**src/rtl/uid_restore_if.sv**
```systemverilog
// rtl/uid_restore_if.sv - alloc, response, restored-beat and status signals of uid_restore
interface uid_restore_if #(
    parameter int ID_WIDTH        = 4,
    parameter int MAX_OUTSTANDING = 16
);
    localparam int IDX_W = $clog2(MAX_OUTSTANDING);
    localparam int UID_W = 2 * IDX_W;

    logic                alloc_valid;
    logic [UID_W-1:0]    alloc_uid;
    logic [ID_WIDTH-1:0] alloc_id;
    logic                rsp_valid;
    logic                rsp_ready;
    logic [UID_W-1:0]    rsp_uid;
    logic                rsp_last;
    logic                out_valid;
    logic                out_ready;
    logic [ID_WIDTH-1:0] out_id;
    logic [UID_W-1:0]    out_uid;
    logic                out_last;
    logic                free_valid;
    logic [IDX_W-1:0]    free_row;
    logic                err_unmapped;
    logic                err_order;
    logic                err_overflow;

    modport slave (
        input  alloc_valid, alloc_uid, alloc_id,
        input  rsp_valid, rsp_uid, rsp_last,
        output rsp_ready,
        output out_valid, out_id, out_uid, out_last,
        input  out_ready,
        output free_valid, free_row,
        output err_unmapped, err_order, err_overflow
    );

    modport master (
        output alloc_valid, alloc_uid, alloc_id,
        output rsp_valid, rsp_uid, rsp_last,
        input  rsp_ready,
        input  out_valid, out_id, out_uid, out_last,
        output out_ready,
        input  free_valid, free_row,
        input  err_unmapped, err_order, err_overflow
    );
endinterface

```
**src/rtl/uid_restore.sv**
```systemverilog
// rtl/uid_restore.sv - restores original AXI IDs from {row, col} unique IDs on the response path
module uid_restore #(
    parameter int ID_WIDTH        = 4,
    parameter int MAX_OUTSTANDING = 16
) (
    input  logic         clk,
    input  logic         rst,
    uid_restore_if.slave bus
);
    localparam int IDX_W = $clog2(MAX_OUTSTANDING);
    localparam int UID_W = 2 * IDX_W;
    localparam int CNT_W = IDX_W + 1;
    localparam logic [CNT_W-1:0] CNT_ONE = CNT_W'(1);
    localparam logic [CNT_W-1:0] CNT_MAX = CNT_W'(MAX_OUTSTANDING);

    logic [ID_WIDTH-1:0] row_id_q  [MAX_OUTSTANDING];
    logic [ID_WIDTH-1:0] row_id_d  [MAX_OUTSTANDING];
    logic [CNT_W-1:0]    cnt_q     [MAX_OUTSTANDING];
    logic [CNT_W-1:0]    cnt_d     [MAX_OUTSTANDING];
    logic [IDX_W-1:0]    exp_col_q [MAX_OUTSTANDING];
    logic [IDX_W-1:0]    exp_col_d [MAX_OUTSTANDING];

    logic                out_valid_q, out_valid_d;
    logic [ID_WIDTH-1:0] out_id_q, out_id_d;
    logic [UID_W-1:0]    out_uid_q, out_uid_d;
    logic                out_last_q, out_last_d;
    logic                free_valid_q, free_valid_d;
    logic [IDX_W-1:0]    free_row_q, free_row_d;
    logic                err_unmapped_q, err_unmapped_d;
    logic                err_order_q, err_order_d;
    logic                err_overflow_q, err_overflow_d;

    logic             rsp_ready;
    logic             acc;
    logic             unmapped;
    logic             retire;
    logic [IDX_W-1:0] a_row, a_col, r_row, r_col;

    assign a_row = bus.alloc_uid[UID_W-1:IDX_W];
    assign a_col = bus.alloc_uid[IDX_W-1:0];
    assign r_row = bus.rsp_uid[UID_W-1:IDX_W];
    assign r_col = bus.rsp_uid[IDX_W-1:0];

    always_comb begin
        row_id_d       = row_id_q;
        cnt_d          = cnt_q;
        exp_col_d      = exp_col_q;
        out_valid_d    = out_valid_q;
        out_id_d       = out_id_q;
        out_uid_d      = out_uid_q;
        out_last_d     = out_last_q;
        free_valid_d   = 1'b0;
        free_row_d     = '0;
        err_unmapped_d = 1'b0;
        err_order_d    = 1'b0;
        err_overflow_d = 1'b0;

        rsp_ready = !rst && (!out_valid_q || bus.out_ready);
        acc       = bus.rsp_valid && rsp_ready;
        unmapped  = (cnt_q[r_row] == '0);
        retire    = acc && !unmapped && bus.rsp_last;

        if (acc) begin
            out_valid_d    = 1'b1;
            out_id_d       = row_id_q[r_row];
            out_uid_d      = bus.rsp_uid;
            out_last_d     = bus.rsp_last;
            err_unmapped_d = unmapped;
            err_order_d    = !unmapped && (r_col != exp_col_q[r_row]);
        end else if (bus.out_ready) begin
            out_valid_d = 1'b0;
        end

        if (retire) begin
            cnt_d[r_row]     = cnt_q[r_row] - CNT_ONE;
            exp_col_d[r_row] = r_col + IDX_W'(1);
            if (cnt_q[r_row] == CNT_ONE) begin
                free_valid_d = 1'b1;
                free_row_d   = r_row;
            end
        end

        // A same-row alloc cancels the retire's decrement, so the row stays bound.
        if (bus.alloc_valid && !rst) begin
            if (retire && (a_row == r_row)) begin
                cnt_d[a_row] = cnt_q[a_row];
                free_valid_d = 1'b0;
                free_row_d   = '0;
            end else if (cnt_q[a_row] == '0) begin
                row_id_d[a_row]  = bus.alloc_id;
                exp_col_d[a_row] = a_col;
                cnt_d[a_row]     = CNT_ONE;
            end else if (cnt_q[a_row] == CNT_MAX) begin
                err_overflow_d = 1'b1;
            end else begin
                cnt_d[a_row] = cnt_q[a_row] + CNT_ONE;
            end
        end
    end

    always_ff @(posedge clk) begin
        if (rst) begin
            for (int i = 0; i < MAX_OUTSTANDING; i++) begin
                row_id_q[i]  <= '0;
                cnt_q[i]     <= '0;
                exp_col_q[i] <= '0;
            end
            out_valid_q    <= 1'b0;
            out_id_q       <= '0;
            out_uid_q      <= '0;
            out_last_q     <= 1'b0;
            free_valid_q   <= 1'b0;
            free_row_q     <= '0;
            err_unmapped_q <= 1'b0;
            err_order_q    <= 1'b0;
            err_overflow_q <= 1'b0;
        end else begin
            row_id_q       <= row_id_d;
            cnt_q          <= cnt_d;
            exp_col_q      <= exp_col_d;
            out_valid_q    <= out_valid_d;
            out_id_q       <= out_id_d;
            out_uid_q      <= out_uid_d;
            out_last_q     <= out_last_d;
            free_valid_q   <= free_valid_d;
            free_row_q     <= free_row_d;
            err_unmapped_q <= err_unmapped_d;
            err_order_q    <= err_order_d;
            err_overflow_q <= err_overflow_d;
        end
    end

    assign bus.rsp_ready    = rsp_ready;
    assign bus.out_valid    = out_valid_q;
    assign bus.out_id       = out_id_q;
    assign bus.out_uid      = out_uid_q;
    assign bus.out_last     = out_last_q;
    assign bus.free_valid   = free_valid_q;
    assign bus.free_row     = free_row_q;
    assign bus.err_unmapped = err_unmapped_q;
    assign bus.err_order    = err_order_q;
    assign bus.err_overflow = err_overflow_q;
endmodule

```
**src/flat_wrapper.sv**
```systemverilog
// flat-port wrapper written by rule: the top's interface ports become plain ports
module uid_restore_flat 
#(
    parameter int ID_WIDTH        = 4,
    parameter int MAX_OUTSTANDING = 16
)
  (clk, rst, bus_alloc_valid, bus_alloc_uid, bus_alloc_id, bus_rsp_valid, bus_rsp_uid, bus_rsp_last, bus_rsp_ready, bus_out_valid, bus_out_id, bus_out_uid, bus_out_last, bus_out_ready, bus_free_valid, bus_free_row, bus_err_unmapped, bus_err_order, bus_err_overflow);
  uid_restore_if #(.ID_WIDTH(ID_WIDTH), .MAX_OUTSTANDING(MAX_OUTSTANDING)) bus_i ();
  input  logic clk;
  input  logic rst;
  input wire logic [$bits(bus_i.alloc_valid)-1:0] bus_alloc_valid;
  input wire logic [$bits(bus_i.alloc_uid)-1:0] bus_alloc_uid;
  input wire logic [$bits(bus_i.alloc_id)-1:0] bus_alloc_id;
  input wire logic [$bits(bus_i.rsp_valid)-1:0] bus_rsp_valid;
  input wire logic [$bits(bus_i.rsp_uid)-1:0] bus_rsp_uid;
  input wire logic [$bits(bus_i.rsp_last)-1:0] bus_rsp_last;
  output wire logic [$bits(bus_i.rsp_ready)-1:0] bus_rsp_ready;
  output wire logic [$bits(bus_i.out_valid)-1:0] bus_out_valid;
  output wire logic [$bits(bus_i.out_id)-1:0] bus_out_id;
  output wire logic [$bits(bus_i.out_uid)-1:0] bus_out_uid;
  output wire logic [$bits(bus_i.out_last)-1:0] bus_out_last;
  input wire logic [$bits(bus_i.out_ready)-1:0] bus_out_ready;
  output wire logic [$bits(bus_i.free_valid)-1:0] bus_free_valid;
  output wire logic [$bits(bus_i.free_row)-1:0] bus_free_row;
  output wire logic [$bits(bus_i.err_unmapped)-1:0] bus_err_unmapped;
  output wire logic [$bits(bus_i.err_order)-1:0] bus_err_order;
  output wire logic [$bits(bus_i.err_overflow)-1:0] bus_err_overflow;
  assign bus_i.alloc_valid = bus_alloc_valid;
  assign bus_i.alloc_uid = bus_alloc_uid;
  assign bus_i.alloc_id = bus_alloc_id;
  assign bus_i.rsp_valid = bus_rsp_valid;
  assign bus_i.rsp_uid = bus_rsp_uid;
  assign bus_i.rsp_last = bus_rsp_last;
  assign bus_rsp_ready = bus_i.rsp_ready;
  assign bus_out_valid = bus_i.out_valid;
  assign bus_out_id = bus_i.out_id;
  assign bus_out_uid = bus_i.out_uid;
  assign bus_out_last = bus_i.out_last;
  assign bus_i.out_ready = bus_out_ready;
  assign bus_free_valid = bus_i.free_valid;
  assign bus_free_row = bus_i.free_row;
  assign bus_err_unmapped = bus_i.err_unmapped;
  assign bus_err_order = bus_i.err_order;
  assign bus_err_overflow = bus_i.err_overflow;
  uid_restore #(.ID_WIDTH(ID_WIDTH), .MAX_OUTSTANDING(MAX_OUTSTANDING)) u_core (.clk(clk), .rst(rst), .bus(bus_i));
endmodule
```
**config.mk**
```make
export PLATFORM = sky130hd
export DESIGN_NAME = uid_restore_flat
export DESIGN_NICKNAME = d
export VERILOG_FILES = /design/src/rtl/uid_restore_if.sv /design/src/rtl/uid_restore.sv /design/src/flat_wrapper.sv
export SDC_FILE = /design/constraint.sdc
export NUM_CORES = 1
export LEC_CHECK = 0
export ABC_CLOCK_PERIOD_IN_PS = 6500
export CORE_MARGIN = 4
export CORE_UTILIZATION = 30
export DETAILED_ROUTE_END_ITERATION = 16
export GPL_TIMING_DRIVEN = 0
export SYNTH_ARGS = -nofsm -noshare
export SYNTH_HDL_FRONTEND = slang
export SYNTH_SLANG_ARGS = --single-unit
export TNS_END_PERCENT = 50
```
**constraint.sdc**
```tcl
create_clock -name clk -period 6.5 [get_ports clk]
set_input_delay 1.3 -clock clk [delete_from_list [all_inputs] [get_ports clk]]
set_output_delay 1.3 -clock clk [all_outputs]
set_load 0.01 [all_outputs]
```
==> flow_metrics.tcl <==
set metrics [dict create \
    grt-ovfl-total 0 \
    finalWeightedCongestion 0.940 \
    p_int_w 0.00241 \
    design.core.area_um2 42200 \
    setup_tns_ns 0 \
    synth_seq_cells 230 \
    finalWirelength_um 47200 \
    seqPwrFrac 0.439 \
    pre_cts_slack_ns 0.150 \
    cts.htree.levels 1 \
    crit_path_end "u_core.cnt_q[8]" \
    synth_common_cells "nand2_1, dfxtp_1, mux2i_1" \
    status "finished clean" \
    fin_ws_ns 0.500 \
    synthCells 1361 \
    cts.path.max_buffers 3 \
    worst_setup_path_start_kind "input port" \
    fin_nets 1453 \
    path_class "in -> reg" \
    clkTransAtPathRegs_ns 0.06 \
    num_vias 11495 \
    synth-edff-count 0 \
    p_sw_w 0.000866 \
    grt.total_usage 0.196 \
    cts_inserted_buffers 25 \
    yosysWarnings 0 \
    worstHoldPathType "reg -> reg" \
    power_frac_comb 0.107 \
    insertion_delay_ns 0.56 \
    synth_area_um2 12900 \
    port_buffers 34 \
    ant_nets 0 \
    crit_slowest_cell "clkdlybuf4s50_1" \
    ios 49 \
    grt_max_degree 14 \
    end_kind "register" \
    dieArea_um2 46300 \
    postSynthAreaPerCell_um2 9.47 \
    initialDrtViolationCount 1030 \
    peakVddDrop_uv 187 \
    min_period_over_period 0.923 \
    synth_most_common_cell "nand2_1" \
    fin_util 0.349 \
    seq_area_frac_synth 0.357 \
    reg2regPathDepth 14 \
    first_pass_iters 5 \
    synth.area.top_cells "dfxtp_1, mux4_2, mux2i_1" \
    r2r_end "u_core.cnt_q[8]" \
    pwr-share-clk 0.454 \
    p_leak_nw 4.88 \
    hold_violations 0 \
    wl_per_cell_um 23.9 \
    r2r_start "u_core.cnt_q[45]" \
    async_flop_share 0 \
    period_minus_slack_ns 6.00 \
    grt_pass1_wl_um 70200 \
    cts_root_buf "clkbuf_16" \
    p_per_area_nw_per_um2 222 \
    critPathMaxStageDelay_ns 0.69 \
    dieWidth_um 215 \
    maxSlewHeadroom 0.0736 \
    yosysTopAreaCell "dfxtp_1" \
    skew_ns 0.0148 \
    setup_viol 0 \
    synth_top_cell_area_share 0.357 \
    postCtsSetupBuffers 0 \
    ys.flop_type "dfxtp_1" \
    p_sw_frac 0.264 \
    ctsResizeCount 0 \
    worstPathArrival_ns 6.41 \
    num_rows 75 \
    area_growth_pct 14.4 \
    required_ns 6.91 \
    max-cap-violations 0 \
    max_clock_freq_mhz 167 \
    startpoint "bus_rsp_uid[6]" \
    grt_pass1_vias 11115 \
    drc_errors 0 \
    slew_viol_final 0 \
    drive_above_1_share 0.165 \
    n_antenna_cell 0 \
    start_util 0.305 \
    numClockSinks 230 \
    crit_chain "clkdlybuf4s50_1 > buf_4 > clkbuf_1 > nor2_1 > a31oi_1 > o311a_1 > clkbuf_1 > ha_1 > nand2_1 > nand4bb_2 > nand3_2 > buf_4 > nand4_1 > xor2_1 > buf_2 > o22ai_1" \
    dpl.hpwl_um 34100 \
    synth_nets 1392 \
    rrSetupSlack_ns 1.91 \
    cts_tree "built" \
    viasPerCell 5.81 \
    tightest_slew_ns 1.39 \
    synth.distinct_cells 71 \
    antenna_found_initial 2 \
    rsz0062_at_grt "no" \
    die_h_um 215 \
    critPathMaxFanout 10 \
    hold_buffers 0 \
]
## power by group through the flow
stage	sequential [W]	clock, W	combinational, W
after floorplan	0.00147	0	0.000223
after global placement	0.00147	0	0.000339
after detailed placement	0.00147	0	0.000342
after CTS	0.00144	0.00151	0.000344
after global routing	0.00144	0.00156	0.000370
final	0.00144	0.00149	0.000350
## critical path: cells and delay by family
kind,cells,cell delay (ns)
AO/OA/AOI/OAI,3,0.50
XOR/XNOR,1,0.69
adder cells (fa/ha/maj),1,0.42
buffers and inverters,6,2.61
AND/OR/NAND/NOR,5,0.87
## per-layer routing
layer,vias up,track usage,part of all wire,wire [um]
met5,-,0,0.00047,22
met4,4,0.0878,0.050,2350
met3,137,0.0468,0.097,4590
met2,593,0.309,0.45,21100
met1,5636,0.255,0.40,19100
li1,5125,-,-,-
## cell families (layout without fill, tap and decap cells)
family | Yosys count | count (layout) | synth area share
simple gates | 441 | 441 | 0.170
compound gates | 317 | 317 | 0.156
flops | 230 | 230 | 0.357
mux | 220 | 220 | 0.250
buf+inv | 132 | 209 | 0.0512
xor+xnor | 16 | 16 | 0.0109
fa+ha+maj | 5 | 5 | 0.00485
## cell type report
class	instances	area, um2
fill	4282	27500
inverter	11	41.3
clock inverter	8	113
clock buffer	35	733
buffer	121	618
multi-input combinational	999	7620
sequential	230	4600
timing repair buffer	34	340
tap	539	674
## placed cells by master (no fill, tap or decap), drive strengths merged, types with 4 or more instances in the layout
| cell type | n |
|---|---|
| o21bai | 17 |
| a21oi | 97 |
| o221ai | 5 |
| clkinv | 6 |
| o21ai | 40 |
| nand2 | 234 |
| mux2i | 126 |
| or2 | 6 |
| inv | 11 |
| and2 | 8 |
| o22ai | 63 |
| o311ai | 4 |
| a32o | 7 |
| a31oi | 5 |
| nor2b | 9 |
| nor2 | 93 |
| and3 | 5 |
| mux4 | 79 |
| nor3 | 10 |
| mux2 | 15 |
| clkbuf | 93 |
| dfxtp | 230 |
| xor2 | 13 |
| a22oi | 6 |
| o211ai | 24 |
| clkdlybuf4s50 | 34 |
| nor4 | 17 |
| nand3 | 28 |
| a211oi | 33 |
| nand2b | 22 |
| buf | 63 |
| ha | 5 |
## metrics by stage
stage | instances | area [um2] | total power [W] | hold slack, ns
floorplan | 1361 | 12900 | 0.00169 | 0.429
CTS | 1977 | 14700 | 0.00329 | 0.452
global placement | 1934 | 13900 | 0.00181 | 0.434
detailed placement | 1934 | 13900 | 0.00181 | 0.443
finish | 1977 | 14700 | 0.00328 | 0.451
global route | 1977 | 14700 | 0.00337 | 0.463
## sequential cells by signal, summed over array words and instances (netlist names)
name and flops:
u_core.bus.out_last 1, u_core.exp_col_q 64, u_core.bus.out_uid 8, u_core.bus.out_valid 1
u_core.bus.free_row 4, u_core.cnt_q 80, u_core.row_id_q 64, u_core.bus.err_order 1
u_core.bus.free_valid 1, u_core.bus.err_overflow 1, u_core.bus.out_id 4, u_core.bus.err_unmapped 1
## worst min-delay path by stage
stage | depth (start not counted) | from | slack [ns] | endpoint
5_1_grt | 2 | u_core.row_id_q[55] | 0.46 | u_core.row_id_q[55]
6_report | 2 | u_core.row_id_q[4] | 0.45 | u_core.row_id_q[4]
2_1_floorplan | 2 | u_core.row_id_q[4] | 0.43 | u_core.row_id_q[4]
3_5_place_dp | 2 | u_core.row_id_q[7] | 0.44 | u_core.row_id_q[7]
3_3_place_gp | 2 | u_core.row_id_q[0] | 0.43 | u_core.row_id_q[0]
4_1_cts | 2 | u_core.row_id_q[7] | 0.45 | u_core.row_id_q[7]
No activity file was read; power rests on OpenSTA's default activity.
